## config.mk

```make
export PLATFORM = sky130hd
export DESIGN_NAME = wb_bus_if
export DESIGN_NICKNAME = d
export VERILOG_FILES = /design/src/rtl/wb_bus_if_pkg.sv /design/src/rtl/wb_bus_if.sv
export SDC_FILE = /design/constraint.sdc
export NUM_CORES = 1
export LEC_CHECK = 0
export ABC_AREA = 1
export CAP_MARGIN = 0
export CELL_PAD_IN_SITES_DETAIL_PLACEMENT = 0
export CELL_PAD_IN_SITES_GLOBAL_PLACEMENT = 1
export CORE_MARGIN = 5
export CORE_UTILIZATION = 31
export DETAILED_ROUTE_END_ITERATION = 8
export PLACE_DENSITY_LB_ADDON = 0.2
export SLEW_MARGIN = 20
export SYNTH_ARGS = -nofsm -noshare
export SYNTH_HDL_FRONTEND = slang
export SYNTH_SLANG_ARGS = --single-unit
```

## constraint.sdc

```tcl
create_clock -name clk -period 8.6 [get_ports clk]
set_clock_uncertainty 0.1 [all_clocks]
set_input_delay 1.72 -clock clk [delete_from_list [all_inputs] [get_ports clk]]
set_output_delay 1.72 -clock clk [all_outputs]
set_load 0.05 [all_outputs]
```

## src/rtl/wb_bus_if_pkg.sv

```systemverilog
// Shared definitions for the CPU-port to Wishbone B3 classic bridge:
// FSM encodings and the pipeline stall-vector constants.
package wb_bus_if_pkg;

    localparam int STALL_BUS_W   = 6;
    localparam int STALL_IDX_IF  = 1;
    localparam int STALL_IDX_MEM = 3;

    typedef enum logic [1:0] {
        IDLE       = 2'b00,
        BUSY       = 2'b01,
        WAIT_STALL = 2'b11
    } wb_state_e;

endpackage

```

## src/rtl/wb_bus_if.sv

```systemverilog
// Bridge from one CPU memory port (IF or MEM) to a Wishbone B3 classic master.
// Holds the pipeline with stallreq_o until the bus cycle ends, then delivers read data once.
module wb_bus_if
    import wb_bus_if_pkg::*;
#(
    parameter int DW        = 32,
    parameter int AW        = 32,
    parameter int SELW      = DW / 8,
    parameter int STALL_W   = STALL_BUS_W,
    parameter int STALL_IDX = STALL_IDX_IF,
    parameter int TIMEOUT   = 0
) (
    input  logic               clk,
    input  logic               rst,
    input  logic [STALL_W-1:0] stall_i,
    input  logic               flush_i,
    input  logic               cpu_ce_i,
    input  logic               cpu_we_i,
    input  logic [AW-1:0]      cpu_addr_i,
    input  logic [SELW-1:0]    cpu_sel_i,
    input  logic [DW-1:0]      cpu_data_i,
    output logic [DW-1:0]      cpu_data_o,
    output logic               stallreq_o,
    output logic               bus_err_o,
    input  logic [DW-1:0]      wb_data_i,
    input  logic               wb_ack_i,
    input  logic               wb_err_i,
    output logic [AW-1:0]      wb_addr_o,
    output logic [DW-1:0]      wb_data_o,
    output logic               wb_we_o,
    output logic [SELW-1:0]    wb_sel_o,
    output logic               wb_stb_o,
    output logic               wb_cyc_o
);

    localparam int CNT_W = (TIMEOUT < 2) ? 1 : $clog2(TIMEOUT + 1);

    wb_state_e         state_q, state_d;
    logic              cyc_q, cyc_d;
    logic              stb_q, stb_d;
    logic              we_q, we_d;
    logic [AW-1:0]     addr_q, addr_d;
    logic [DW-1:0]     data_q, data_d;
    logic [SELW-1:0]   sel_q, sel_d;
    logic [DW-1:0]     rd_buf_q, rd_buf_d;
    logic [CNT_W-1:0]  cnt_q, cnt_d;
    logic              bus_err_q, bus_err_d;

    logic              stall_bit_s;
    logic              timeout_s;
    logic              err_hit_s;
    logic              unused_stall_s;

    assign stall_bit_s    = stall_i[STALL_IDX];
    assign unused_stall_s = ^stall_i;
    assign err_hit_s      = wb_err_i | timeout_s;

    // Timeout fires on the last allowed BUSY cycle; disabled entirely when TIMEOUT is 0.
    always_comb begin
        if (TIMEOUT > 0) begin
            timeout_s = (state_q == BUSY) && (cnt_q == CNT_W'(TIMEOUT - 1));
        end else begin
            timeout_s = 1'b0;
        end
    end

    // Next-state, next-register and combinational CPU-side outputs.
    always_comb begin
        state_d    = state_q;
        cyc_d      = cyc_q;
        stb_d      = stb_q;
        we_d       = we_q;
        addr_d     = addr_q;
        data_d     = data_q;
        sel_d      = sel_q;
        rd_buf_d   = rd_buf_q;
        cnt_d      = cnt_q;
        bus_err_d  = 1'b0;
        stallreq_o = 1'b0;
        cpu_data_o = {DW{1'b0}};

        case (state_q)
            IDLE: begin
                if (cpu_ce_i && !flush_i) begin
                    stallreq_o = 1'b1;
                    addr_d     = cpu_addr_i;
                    data_d     = cpu_data_i;
                    sel_d      = cpu_sel_i;
                    we_d       = cpu_we_i;
                    cyc_d      = 1'b1;
                    stb_d      = 1'b1;
                    cnt_d      = {CNT_W{1'b0}};
                    state_d    = BUSY;
                end else begin
                    cyc_d = 1'b0;
                    stb_d = 1'b0;
                    we_d  = 1'b0;
                end
            end
            BUSY: begin
                stallreq_o = ~(wb_ack_i | err_hit_s);
                if (flush_i) begin
                    cyc_d   = 1'b0;
                    stb_d   = 1'b0;
                    we_d    = 1'b0;
                    state_d = IDLE;
                end else if (err_hit_s) begin
                    // err outranks a simultaneous ack; the stage sees zero data.
                    cyc_d     = 1'b0;
                    stb_d     = 1'b0;
                    we_d      = 1'b0;
                    bus_err_d = 1'b1;
                    rd_buf_d  = {DW{1'b0}};
                    state_d   = stall_bit_s ? WAIT_STALL : IDLE;
                end else if (wb_ack_i) begin
                    cyc_d      = 1'b0;
                    stb_d      = 1'b0;
                    we_d       = 1'b0;
                    rd_buf_d   = we_q ? {DW{1'b0}} : wb_data_i;
                    cpu_data_o = we_q ? {DW{1'b0}} : wb_data_i;
                    state_d    = stall_bit_s ? WAIT_STALL : IDLE;
                end else begin
                    cnt_d = (cnt_q == {CNT_W{1'b1}}) ? cnt_q : cnt_q + CNT_W'(1);
                end
            end
            WAIT_STALL: begin
                // Another requester still freezes the pipe; keep presenting the captured word.
                cpu_data_o = rd_buf_q;
                if (!stall_bit_s || flush_i) begin
                    state_d = IDLE;
                end else begin
                    state_d = WAIT_STALL;
                end
            end
            default: begin
                state_d = IDLE;
                cyc_d   = 1'b0;
                stb_d   = 1'b0;
                we_d    = 1'b0;
            end
        endcase
    end

    // State and registered Wishbone outputs.
    always_ff @(posedge clk or posedge rst) begin
        if (rst) begin
            state_q   <= IDLE;
            cyc_q     <= 1'b0;
            stb_q     <= 1'b0;
            we_q      <= 1'b0;
            addr_q    <= {AW{1'b0}};
            data_q    <= {DW{1'b0}};
            sel_q     <= {SELW{1'b0}};
            rd_buf_q  <= {DW{1'b0}};
            cnt_q     <= {CNT_W{1'b0}};
            bus_err_q <= 1'b0;
        end else begin
            state_q   <= state_d;
            cyc_q     <= cyc_d;
            stb_q     <= stb_d;
            we_q      <= we_d;
            addr_q    <= addr_d;
            data_q    <= data_d;
            sel_q     <= sel_d;
            rd_buf_q  <= rd_buf_d;
            cnt_q     <= cnt_d;
            bus_err_q <= bus_err_d;
        end
    end

    assign wb_cyc_o  = cyc_q;
    assign wb_stb_o  = stb_q;
    assign wb_we_o   = we_q;
    assign wb_addr_o = addr_q;
    assign wb_data_o = data_q;
    assign wb_sel_o  = sel_q;
    assign bus_err_o = bus_err_q;

endmodule

```

==> summary.txt <==
Status
  – Outcome: finished clean

Setup path
  – Crit-path max FO: 12
  – CP max stage cell: clkdlybuf4s50_1
  – Cell family with most CP delay: buffers and inverters
  – Worst Setup Start Kind: primary input
  – Data required, critical path: roughly 6800 ps
  – Worst Path Arrival: ~4300 ps
  – WS Path Type: in2out
  – Worst path max stage delay: between 800 and 900 ps
  – Critical Path, Cell by Cell: clkdlybuf4s50_1 -> nor2_1 -> nor2_1 -> nand4_1 -> nand2_1 -> clkdlybuf4s50_1
  – Nature of the critical path endpoint: output port
  – Bufs and invs on worst path: 2

Die
  – Die Ht: around 130 µm
  – Core area: 0.01442 mm²
  – Die area: ~0.017 mm²
  – # IOs: around 220
  – Initial Util: 0.3132
  – Die W: 130.7 µm
  – FP Rows: 44

Clocking
  – TritonCTS clock tree: yes
  – Quantity of gates resized following cts: 0
  – Clock Root Buffer: clkbuf_16
  – H-tree depth: 3
  – Max clock buf depth: 2
  – Post-CTS Setup Repair Bufs: 0
  – Hold Buf Count CTS: 0
  – # clock sinks: 105
  – Clock-pin slew on the worst setup and hold paths: about 70 ps
  – Clk_lat worst skew: ~340 ps
  – TritonCTS Buffers: 9

Drt
  – Post-route ant nets: 0
  – Vias post-DR: around 4200
  – Initial DRT Pass Iterations: 4
  – Wire per inst: 15.12 µm
  – WL final: 13880 µm
  – DRC Markers: 0
  – Via density: ~4.6
  – Initial detailed-routing violation count: 150

Timing
  – RSZ-0062 raised after global routing: no
  – Setup TNS: 0 ps
  – Pins Over Slew Limit: 0
  – Crit path time final: 6073 ps
  – FMAX: around 160 MHz
  – Setup Viol. Count Final: 0
  – Final cycle utilization of the critical path: 0.7062
  – Min Hold Slack: between 300 and 400 ps
  – Setup slack after layout: around 2500 ps
  – Final Hold Viols: 0
  – Max-slew headroom: 0.4301
  – Actual slew at the worst max-slew pin: 854.9 ps

Power
  – Static leakage: 3.365 nW
  – Peak supply drop: 0.2273 mV
  – Power, Total: about 0.0028 W
  – Combinational power share: 0.506
  – Int Pwr: approximately 0.0015 W
  – Pwr Density: slightly below 400 mW/mm²
  – Clock Power Share: 0.192
  – Switch Pwr: around 0.0013 W
  – Sw Ratio: 0.4571
  – Flop pwr share: 0.302

Run
  – Max Cap Violations: 0

Yosys
  – Post-synth cell types: 22
  – Syn nets: 650
  – Mapped Cells: roughly 540
  – Post-Synthesis Cell Area: between 0.004 and 0.005 mm²
  – Syn Area/Cell: between 8 and 9 µm²
  – Sequential area share after synthesis: 0.5816
  – Synth Warn #: 0
  – Yosys reg bits: roughly 110

GRT
  – First-pass GRT wire length: between 20000 and 25000 µm
  – GRT overflow: 0
  – Number of global-route vias before repair: about 4300
  – Overall global routing resource usage: 0.1625
  – Initial antenna violation count: 0
  – Largest net degree at the start of global routing: 72

Final layout
  – Fillers: 1390
  – Final #Nets: between 800 and 900
  – Layout Cells excl Fill: 918
  – N_diodes: 0
  – Reg area: around 0.0026 mm²
  – Area grow syn2layout: 57.41%
  – Share of cells above drive strength 1: 0.05313
  – Multi-input logic area: 0.001678 mm²

Placed design
  – GPL Wtd Cong: 0.7409
  – PortBufs: approximately 210
  – Setup WS pre-CTS: ~2500 ps
  – Final HPWL DP: between 9000 and 10000 µm
  – Placed instance count: ~900

Hold path
  – Hold WC Path Type: reg2reg
[cell families (layout without fill, tap and decap cells)]
logic type | count (synthesis) | in the layout | share of synthesized area
AO/OA/AOI/OAI | 44 | 44 | 0.05704
buffers and inverters | 42 | 239 | 0.04874
flip-flops | 105 | 105 | 0.5816
AND/OR/NAND/NOR | 346 | 346 | 0.3127
[per-stage QoR]
step           cell area (µm²)    util
2_1_floorplan             4518       -
3_3_place_gp              6714  0.4655
3_5_place_dp              6719  0.4658
4_1_cts                   7112  0.4931
5_1_grt                   7112  0.4931
6_report                  7112  0.4931
[synthesized netlist by cell type]
cell type,n,area (µm²)
nor2_1,5,18.77
nand3_1,34,170.2
buf_4,3,22.52
nand3_4,1,17.52
dfrtp_1,105,2628
buf_6,4,45.04
nor2_8,1,20.02
nor2_2,1,6.260
clkbuf_1,13,48.80
o21ai_2,10,87.58
buf_2,15,75.07
o21ai_1,3,15.01
nand3_2,1,10.01
inv_4,1,6.260
nand2_2,1,6.260
nand2_1,290,1089
nand4_1,11,68.82
a21oi_1,1,5.000
o21ai_0,30,150.1
inv_1,4,15.01
inv_2,2,7.510
and3_1,1,6.260
[final cells by class]
cell class	instances	area share
clock buffer	11	0.03413
multi-input combinational	390	0.2359
timing repair buffer	216	0.3026
tap	184	0.03237
inverter	7	0.004398
sequential	105	0.3695
clock inverter	5	0.02111
[cell usage in the layout, fill, tap and decap left out, types with 2 or more instances in the layout]
master,count
inv_1,3
buf_4,4
o21ai_0,30
nand4_1,11
dfrtp_1,105
clkbuf_16,9
o21ai_1,3
nand2_1,290
inv_2,2
nor2_1,4
nand3_1,34
bufinv_16,5
clkdlybuf4s50_1,212
o21ai_2,10
inv_4,2
[flip-flops by register name, summed over array words and instances, names as in the netlist]
| name | count |
|---|---|
| wb_addr_o | 32 |
| wb_data_o | 32 |
| rd_buf_q | 32 |
| wb_sel_o | 4 |
| wb_we_o | 1 |
| wb_stb_o | 1 |
| state_q | 2 |
| bus_err_o | 1 |
[worst paths after layout]
path,from,to,slack [ps],cells past startpoint
min in group asynchronous,rst,bus_err_o$_DFF_PP0_,1660,2
setup / recovery,wb_err_i,cpu_data_o[1],2530,6
hold / removal,wb_data_o[0]$_DFFE_PP0P_,wb_data_o[0]$_DFFE_PP0P_,380,2
setup reg to reg,state_q[1]$_DFFE_PP0P_,wb_addr_o[2]$_DFFE_PP0P_,6040,7
max in group asynchronous,rst,wb_data_o[0]$_DFFE_PP0P_,5480,3
hold reg to reg,wb_data_o[0]$_DFFE_PP0P_,wb_data_o[0]$_DFFE_PP0P_,380,2
[power groups by stage]
stage          logic [W]  registers, W  clock network, W
5_1_grt          0.00151      0.000880          0.000568
3_5_place_dp     0.00143      0.000849                 0
6_report         0.00142      0.000847          0.000538
2_1_floorplan   0.000352       0.00142                 0
4_1_cts          0.00144      0.000847          0.000551
3_3_place_gp     0.00143      0.000842                 0
[metal layers]
layer / global-route usage / routed length [µm]
met3: 0.08293 / 1829
met5: 0 / 0
met1: 0.1999 / 5745
met4: 0.06171 / 229
met2: 0.2444 / 6076
[worst reg2reg max path: stages, from the launching register on]
cell and delay (ps):
dfrtp_1 360, buf_4 270, inv_2 130, nand3_4 600, inv_2 170, buf_4 580, nand2_1 190, nand2_1 90
Note: power is estimated with default switching activity, not from simulation.
